**src/rtl/alu_rs.sv**
```systemverilog
// alu_rs: reservation station in front of the ALU; holds instructions until both operands arrive via the CDB.
// Optional macro RS_OLDEST_FIRST_EN switches dispatch from lowest-index-ready to oldest-ready selection.
module alu_rs #(
  parameter int DEPTH   = 8,
  parameter int ROBEN_W = 5
) (
  input  logic                   clk,
  input  logic                   rst,
  input  logic                   flush,
  input  logic                   alloc_valid,
  input  logic [11:0]            alloc_opcode,
  input  logic [3:0]             alloc_ALUOP,
  input  logic [ROBEN_W-1:0]     alloc_ROBEN,
  input  logic [ROBEN_W-1:0]     alloc_Qj,
  input  logic [ROBEN_W-1:0]     alloc_Qk,
  input  logic [31:0]            alloc_Vj,
  input  logic [31:0]            alloc_Vk,
  input  logic [ROBEN_W-1:0]     CDB_ROBEN,
  input  logic [31:0]            CDB_res,
  output logic [ROBEN_W-1:0]     ROBEN,
  output logic [11:0]            opcode,
  output logic [31:0]            A,
  output logic [31:0]            B,
  output logic [3:0]             ALUOP,
  output logic                   RS_full,
  output logic [$clog2(DEPTH):0] RS_count
);
  localparam int IW = $clog2(DEPTH);
  localparam int CW = IW + 1;

  logic [DEPTH-1:0]   busy_q, busy_d;
  logic [11:0]        opcode_q [DEPTH];
  logic [11:0]        opcode_d [DEPTH];
  logic [3:0]         aluop_q  [DEPTH];
  logic [3:0]         aluop_d  [DEPTH];
  logic [ROBEN_W-1:0] roben_q  [DEPTH];
  logic [ROBEN_W-1:0] roben_d  [DEPTH];
  logic [ROBEN_W-1:0] qj_q     [DEPTH];
  logic [ROBEN_W-1:0] qj_d     [DEPTH];
  logic [ROBEN_W-1:0] qk_q     [DEPTH];
  logic [ROBEN_W-1:0] qk_d     [DEPTH];
  logic [31:0]        vj_q     [DEPTH];
  logic [31:0]        vj_d     [DEPTH];
  logic [31:0]        vk_q     [DEPTH];
  logic [31:0]        vk_d     [DEPTH];
`ifdef RS_OLDEST_FIRST_EN
  logic [7:0]         age_q    [DEPTH];
  logic [7:0]         age_d    [DEPTH];
  logic [7:0]         best_age;
`endif

  logic [ROBEN_W-1:0] out_roben_q, out_roben_d;
  logic [11:0]        out_opcode_q, out_opcode_d;
  logic [3:0]         out_aluop_q, out_aluop_d;
  logic [31:0]        out_a_q, out_a_d;
  logic [31:0]        out_b_q, out_b_d;
  logic [CW-1:0]      count_q, count_d;

  logic [DEPTH-1:0]   ready;
  logic               sel_valid;
  logic [IW-1:0]      sel_idx;
  logic [IW-1:0]      free_idx;
  logic               alloc_acc;

  // Handshake: an instruction is taken at a posedge when alloc_valid=1 and RS_full=0;
  // with RS_full=1 it is dropped, so the issue stage must hold it while RS_full is high.
  assign RS_full   = &busy_q;
  assign alloc_acc = alloc_valid & ~RS_full;

  always_comb begin
    for (int i = 0; i < DEPTH; i++) begin
      ready[i] = busy_q[i] && (qj_q[i] == '0) && (qk_q[i] == '0);
    end
  end

  always_comb begin
    free_idx = '0;
    for (int i = DEPTH - 1; i >= 0; i--) begin
      if (!busy_q[i]) free_idx = IW'(i);
    end
  end

  always_comb begin
    sel_valid = 1'b0;
    sel_idx   = '0;
`ifdef RS_OLDEST_FIRST_EN
    best_age  = '0;
    // Strict '>' keeps the lowest index on equal ages.
    for (int i = 0; i < DEPTH; i++) begin
      if (ready[i] && (!sel_valid || age_q[i] > best_age)) begin
        sel_valid = 1'b1;
        sel_idx   = IW'(i);
        best_age  = age_q[i];
      end
    end
`else
    for (int i = DEPTH - 1; i >= 0; i--) begin
      if (ready[i]) begin
        sel_valid = 1'b1;
        sel_idx   = IW'(i);
      end
    end
`endif
  end

  always_comb begin
    busy_d       = busy_q;
    opcode_d     = opcode_q;
    aluop_d      = aluop_q;
    roben_d      = roben_q;
    qj_d         = qj_q;
    qk_d         = qk_q;
    vj_d         = vj_q;
    vk_d         = vk_q;
    out_roben_d  = '0;
    out_opcode_d = '0;
    out_aluop_d  = '0;
    out_a_d      = '0;
    out_b_d      = '0;
    count_d      = count_q + CW'(alloc_acc) - CW'(sel_valid);
`ifdef RS_OLDEST_FIRST_EN
    age_d        = age_q;
    for (int i = 0; i < DEPTH; i++) begin
      if (busy_q[i] && age_q[i] != 8'hFF) age_d[i] = age_q[i] + 8'd1;
    end
`endif

    // CDB snoop; a zero broadcast tag never matches.
    for (int i = 0; i < DEPTH; i++) begin
      if (busy_q[i] && CDB_ROBEN != '0) begin
        if (qj_q[i] == CDB_ROBEN) begin
          qj_d[i] = '0;
          vj_d[i] = CDB_res;
        end
        if (qk_q[i] == CDB_ROBEN) begin
          qk_d[i] = '0;
          vk_d[i] = CDB_res;
        end
      end
    end

    if (sel_valid) begin
      busy_d[sel_idx] = 1'b0;
      out_roben_d     = roben_q[sel_idx];
      out_opcode_d    = opcode_q[sel_idx];
      out_aluop_d     = aluop_q[sel_idx];
      out_a_d         = vj_q[sel_idx];
      out_b_d         = vk_q[sel_idx];
    end

    // The free slot was non-busy before the edge, so it never collides with the dispatched one.
    if (alloc_acc) begin
      busy_d[free_idx]   = 1'b1;
      opcode_d[free_idx] = alloc_opcode;
      aluop_d[free_idx]  = alloc_ALUOP;
      roben_d[free_idx]  = alloc_ROBEN;
      qj_d[free_idx]     = alloc_Qj;
      vj_d[free_idx]     = alloc_Vj;
      qk_d[free_idx]     = alloc_Qk;
      vk_d[free_idx]     = alloc_Vk;
      if (CDB_ROBEN != '0 && alloc_Qj == CDB_ROBEN) begin
        qj_d[free_idx] = '0;
        vj_d[free_idx] = CDB_res;
      end
      if (CDB_ROBEN != '0 && alloc_Qk == CDB_ROBEN) begin
        qk_d[free_idx] = '0;
        vk_d[free_idx] = CDB_res;
      end
`ifdef RS_OLDEST_FIRST_EN
      age_d[free_idx] = '0;
`endif
    end

    if (flush) begin
      busy_d       = '0;
      out_roben_d  = '0;
      out_opcode_d = '0;
      out_aluop_d  = '0;
      out_a_d      = '0;
      out_b_d      = '0;
      count_d      = '0;
    end
  end

  always_ff @(posedge clk or negedge rst) begin
    if (!rst) begin
      busy_q       <= '0;
      out_roben_q  <= '0;
      out_opcode_q <= '0;
      out_aluop_q  <= '0;
      out_a_q      <= '0;
      out_b_q      <= '0;
      count_q      <= '0;
      for (int i = 0; i < DEPTH; i++) begin
        opcode_q[i] <= '0;
        aluop_q[i]  <= '0;
        roben_q[i]  <= '0;
        qj_q[i]     <= '0;
        qk_q[i]     <= '0;
        vj_q[i]     <= '0;
        vk_q[i]     <= '0;
`ifdef RS_OLDEST_FIRST_EN
        age_q[i]    <= '0;
`endif
      end
    end else begin
      busy_q       <= busy_d;
      out_roben_q  <= out_roben_d;
      out_opcode_q <= out_opcode_d;
      out_aluop_q  <= out_aluop_d;
      out_a_q      <= out_a_d;
      out_b_q      <= out_b_d;
      count_q      <= count_d;
      for (int i = 0; i < DEPTH; i++) begin
        opcode_q[i] <= opcode_d[i];
        aluop_q[i]  <= aluop_d[i];
        roben_q[i]  <= roben_d[i];
        qj_q[i]     <= qj_d[i];
        qk_q[i]     <= qk_d[i];
        vj_q[i]     <= vj_d[i];
        vk_q[i]     <= vk_d[i];
`ifdef RS_OLDEST_FIRST_EN
        age_q[i]    <= age_d[i];
`endif
      end
    end
  end

  assign ROBEN    = out_roben_q;
  assign opcode   = out_opcode_q;
  assign ALUOP    = out_aluop_q;
  assign A        = out_a_q;
  assign B        = out_b_q;
  assign RS_count = count_q;

endmodule

```
**config.mk**
```make
export PLATFORM = sky130hd
export DESIGN_NAME = alu_rs
export DESIGN_NICKNAME = d
export VERILOG_FILES = /design/src/rtl/alu_rs.sv
export SDC_FILE = /design/constraint.sdc
export NUM_CORES = 2
export LEC_CHECK = 0
export ABC_AREA = 1
export BUFFER_PORTS_ARGS = -buffer_cell sky130_fd_sc_hd__buf_2
export CORE_AREA = 4 4 451 453
export CTS_BUF_LIST = sky130_fd_sc_hd__clkbuf_8
export DETAILED_ROUTE_END_ITERATION = 8
export DIE_AREA = 0 0 455 457
export SKIP_CTS_REPAIR_TIMING = 1
export SLEW_MARGIN = 20
export SYNTH_ARGS = -nofsm -noshare
export SYNTH_HDL_FRONTEND = slang
export SYNTH_SLANG_ARGS = --single-unit
export TNS_END_PERCENT = 10
```
**constraint.sdc**
```tcl
create_clock -name clk -period 2.7 [get_ports clk]
set_input_delay 0.135 -clock clk [delete_from_list [all_inputs] [get_ports clk]]
set_output_delay 0.135 -clock clk [all_outputs]
set_load 0.01 [all_outputs]
```
==> out/qor.yml <==
status:
  status: "completed"
worst_setup_path:
  crit_family: "simple AND/OR/NAND/NOR gates"
  start_kind: "flip-flop"
  crit_path_end_kind: "flip-flop"
  timing.rr.end: "B[10]$_DFF_PN0_"
  max_stage_delay_ns: 0.41
  path_buf_inv: 3
  cp_max_fo: 44
  reg2reg_slack_ns: 0.09
  required_ns: 3.49
  crit_chain: "nor2_1, nand2_1, nand3b_1, nand2_4, buf_4, nor2_4, buf_12, buf_12, nand3b_1, o21ai_0, nor2_1, nand3_1, a21oi_1"
  reg2reg_from: "qk_q[12]$_DFF_PN0_"
  reg2reg_depth: 13
  cp.arrival_ns: 3.39
  cp_slowest_cell: "dfrtp_1"
  worstSetupPathType: "reg2reg"
synth:
  synth-seq-cells: 857
  synthTopCellsByCount: "1797 x nand2_1, 1319 x o21ai_0, 857 x dfrtp_1"
  synth_cells: 6940
  synth_area_leaders: "dfrtp_1 43%, nand2_1 14%, o21ai_0 13%"
  yosysSeqAreaShare_pct: 43.24
  ys_types: 44
  synth_largest_area_cell: "dfrtp_1"
  synthArstFlopShare_pct: 100.0
  ys.flop_type: "dfrtp_1"
  syn_area_per_cell_um2: 7.146
  netlist.area_leader.share_pct: 43.24
  ys_warn_count: 0
  synth_most_common_cell: "nand2_1"
  synth_nets: 7081
  synth_edf_count: 0
  syn_area_um2: 49590
placement:
  hpwlAfterDp_um: 146200
  port_buffers: 225
  postPlaceCellArea_um2: 55190
  pre_cts_slack_ns: -0.1707
  gp_congestion: 0.9235
grt:
  first_global_vias: 46910
  grt_use_met2_pct: 30.49
  grt_max_degree: 99
  use_met1_pct: 27.78
  grt.busiest_layer: "met2"
  grt_pass1_wl_um: 324600
  antenna_found_initial: 55
  use_met3_pct: 4.988
  grt_overflow_total: 0
  grt_usage_pct: 20.78
job:
  cap_violations: 0
timing:
  skew_ns: 0.06899
  period_needed_ns: 2.607
  period_share_pct: 96.57
  finalMaxSlewViolations: 0
  hold_violations: 0
  setup_slack_ns: 0.09270
  whs_ns: 0.05422
  max_freq_ghz: 0.3835
  setup_viol: 0
  worstMarginPinSlew_ns: 0.9036
  slew_headroom_pct: 39.76
cells_and_area:
  fin_area_um2: 59680
  area_growth_pct: 20.34
  multi_input_area_um2: 23270
  drive_above_1_share_pct: 10.76
  fillCellCount: 21510
  regArea_um2: 21450
  nNetsFinal: 7286
hold_path:
  min_path_type: "in2reg"
  min_path_cells: 4
  min_from: "alloc_opcode[4]"
  whs_endpoint: "opcode_q[88]$_DFFE_PN0P_"
clock_tree:
  cts_sinks: 857
  cts_buffers: 156
  path_clk_slew_ns: 0.06
  clkLatencyLatePin_ns: 0.92
  cts_tree: "yes"
  clockRootBuffer: "clkbuf_8"
  cts_max_path_buffers: 3
  htreeDepth: 4
floorplan:
  die_area_um2: 207900
  die_x_um: 455
  start_util_pct: 24.89
  design.portCount: 226
  coreArea_um2: 199200
  die_h_um: 457
  rows: 164
detailed_routing:
  via_per_inst: 5.112
  vias: 50800
  routed_wl_um: 223800
  avgRoutedWirePerCell_um: 22.52
  drc: 0
  drtPass1Iterations: 7
  drt_iter0_markers: 6926
  antenna_left: 0
pwr:
  p_per_area_nw_per_um2: 645.5
  irDropWorstVdd_mv: 0.4289
  design_power_total_uw: 38520
  leakage_uw: 0.02986
## layout make-up
class | count | area share, %
sequential | 857 | 35.94
timing repair buffer | 623 | 9.636
clock buffer | 189 | 4.359
antenna | 25 | 0.1048
tap | 2656 | 5.568
clock inverter | 80 | 0.6772
inverter | 746 | 4.726
multi-input combinational | 4761 | 38.99
## layer usage
| layer | vias to the layer above | part of all wire [%] | wire (um) |
|---|---|---|---|
| li1 | 23010 | - | - |
| met1 | 24180 | 41 | 92120 |
| met2 | 3005 | 43 | 96430 |
| met3 | 594 | 10 | 23290 |
| met4 | 16 | 5.3 | 11840 |
| met5 | - | 0.047 | 106 |
## through the flow
| stage | util (%) | instances | TNS [ns] |
|---|---|---|---|
| after CTS | 29.21 | 9780 | -0.6404 |
| after detailed placement | 27.70 | 9511 | -0.3931 |
| after global routing | 29.94 | 9930 | -0.01611 |
| after floorplan | - | 6940 | 0 |
| after global placement | 27.70 | 9511 | -0.3058 |
| final | 29.95 | 9937 | 0 |
## cells by family (layout without fill, tap and decap cells)
group,count (synthesis),in the layout,synth area share (%)
AO/OA/AOI/OAI,1921,1921,21.15
XOR/XNOR,68,68,1.201
adder cells (fa/ha/maj),5,5,0.1413
buffers and inverters,1322,1638,10.53
flip-flops,857,857,43.24
other,0,25,0
AND/OR/NAND/NOR,2767,2767,23.73
## sequential cells by signal, summed over array words and instances (netlist names)
name      cells
RS_count      4
ROBEN         5
qk_q         40
vj_q        256
roben_q      40
ALUOP         4
opcode_q     96
aluop_q      32
qj_q         40
busy_q        8
opcode       12
vk_q        256
B            32
A            32
## placed cells by master (no fill, tap or decap), types with 10 or more instances in the layout
cell / Yosys / routed
buf_12: 0 / 104
diode_2: 0 / 25
dlygate4sd3_1: 0 / 130
nand2_1: 1797 / 1788
inv_1: 732 / 791
nor3_1: 25 / 20
nand3_2: 0 / 11
clkinv_2: 0 / 10
xor2_1: 40 / 40
a22o_1: 128 / 128
nor2_1: 332 / 328
buf_2: 187 / 224
nand3_1: 365 / 348
a21oi_1: 260 / 254
nand3b_1: 208 / 208
o21ai_1: 69 / 68
clkbuf_8: 0 / 189
dfrtp_1: 857 / 857
o21ai_0: 1319 / 1319
xnor2_1: 28 / 28
buf_4: 7 / 164
nand4_1: 12 / 12
o211ai_1: 135 / 135
## worst min-delay path, delay by kind of cell
family	cells	cell delay, ns
and+or+nand+nor	1	0.05
buffers and inverters	2	0.65
AOI/OAI and AO/OA	1	0.06
## how the worst max path moves through the flow
stage                                   start                     to  slack [ns]  depth (start not counted)
after floorplan           busy_q[0]$_DFF_PN0_  RS_count[2]$_DFF_PN0_        0.34                         13
after global placement     qk_q[22]$_DFF_PN0_        A[26]$_DFF_PN0_       -0.15                         12
after detailed placement   qk_q[22]$_DFF_PN0_        A[26]$_DFF_PN0_       -0.17                         12
after CTS                  qk_q[22]$_DFF_PN0_        A[26]$_DFF_PN0_       -0.22                         12
after global routing       qj_q[29]$_DFF_PN0_        A[26]$_DFF_PN0_      -0.009                         14
final                      qk_q[12]$_DFF_PN0_        B[10]$_DFF_PN0_        0.09                         13
## report_power, final
| part | leakage, uW | total [uW] | internal [uW] | switching, uW |
|---|---|---|---|---|
| sequential | 0.0105 | 17200 | 15700 | 1460 |
| combinational | 0.0176 | 8880 | 3940 | 4950 |
| clock | 0.00176 | 12500 | 6480 | 5990 |
No activity file was read; power rests on OpenSTA's default activity.
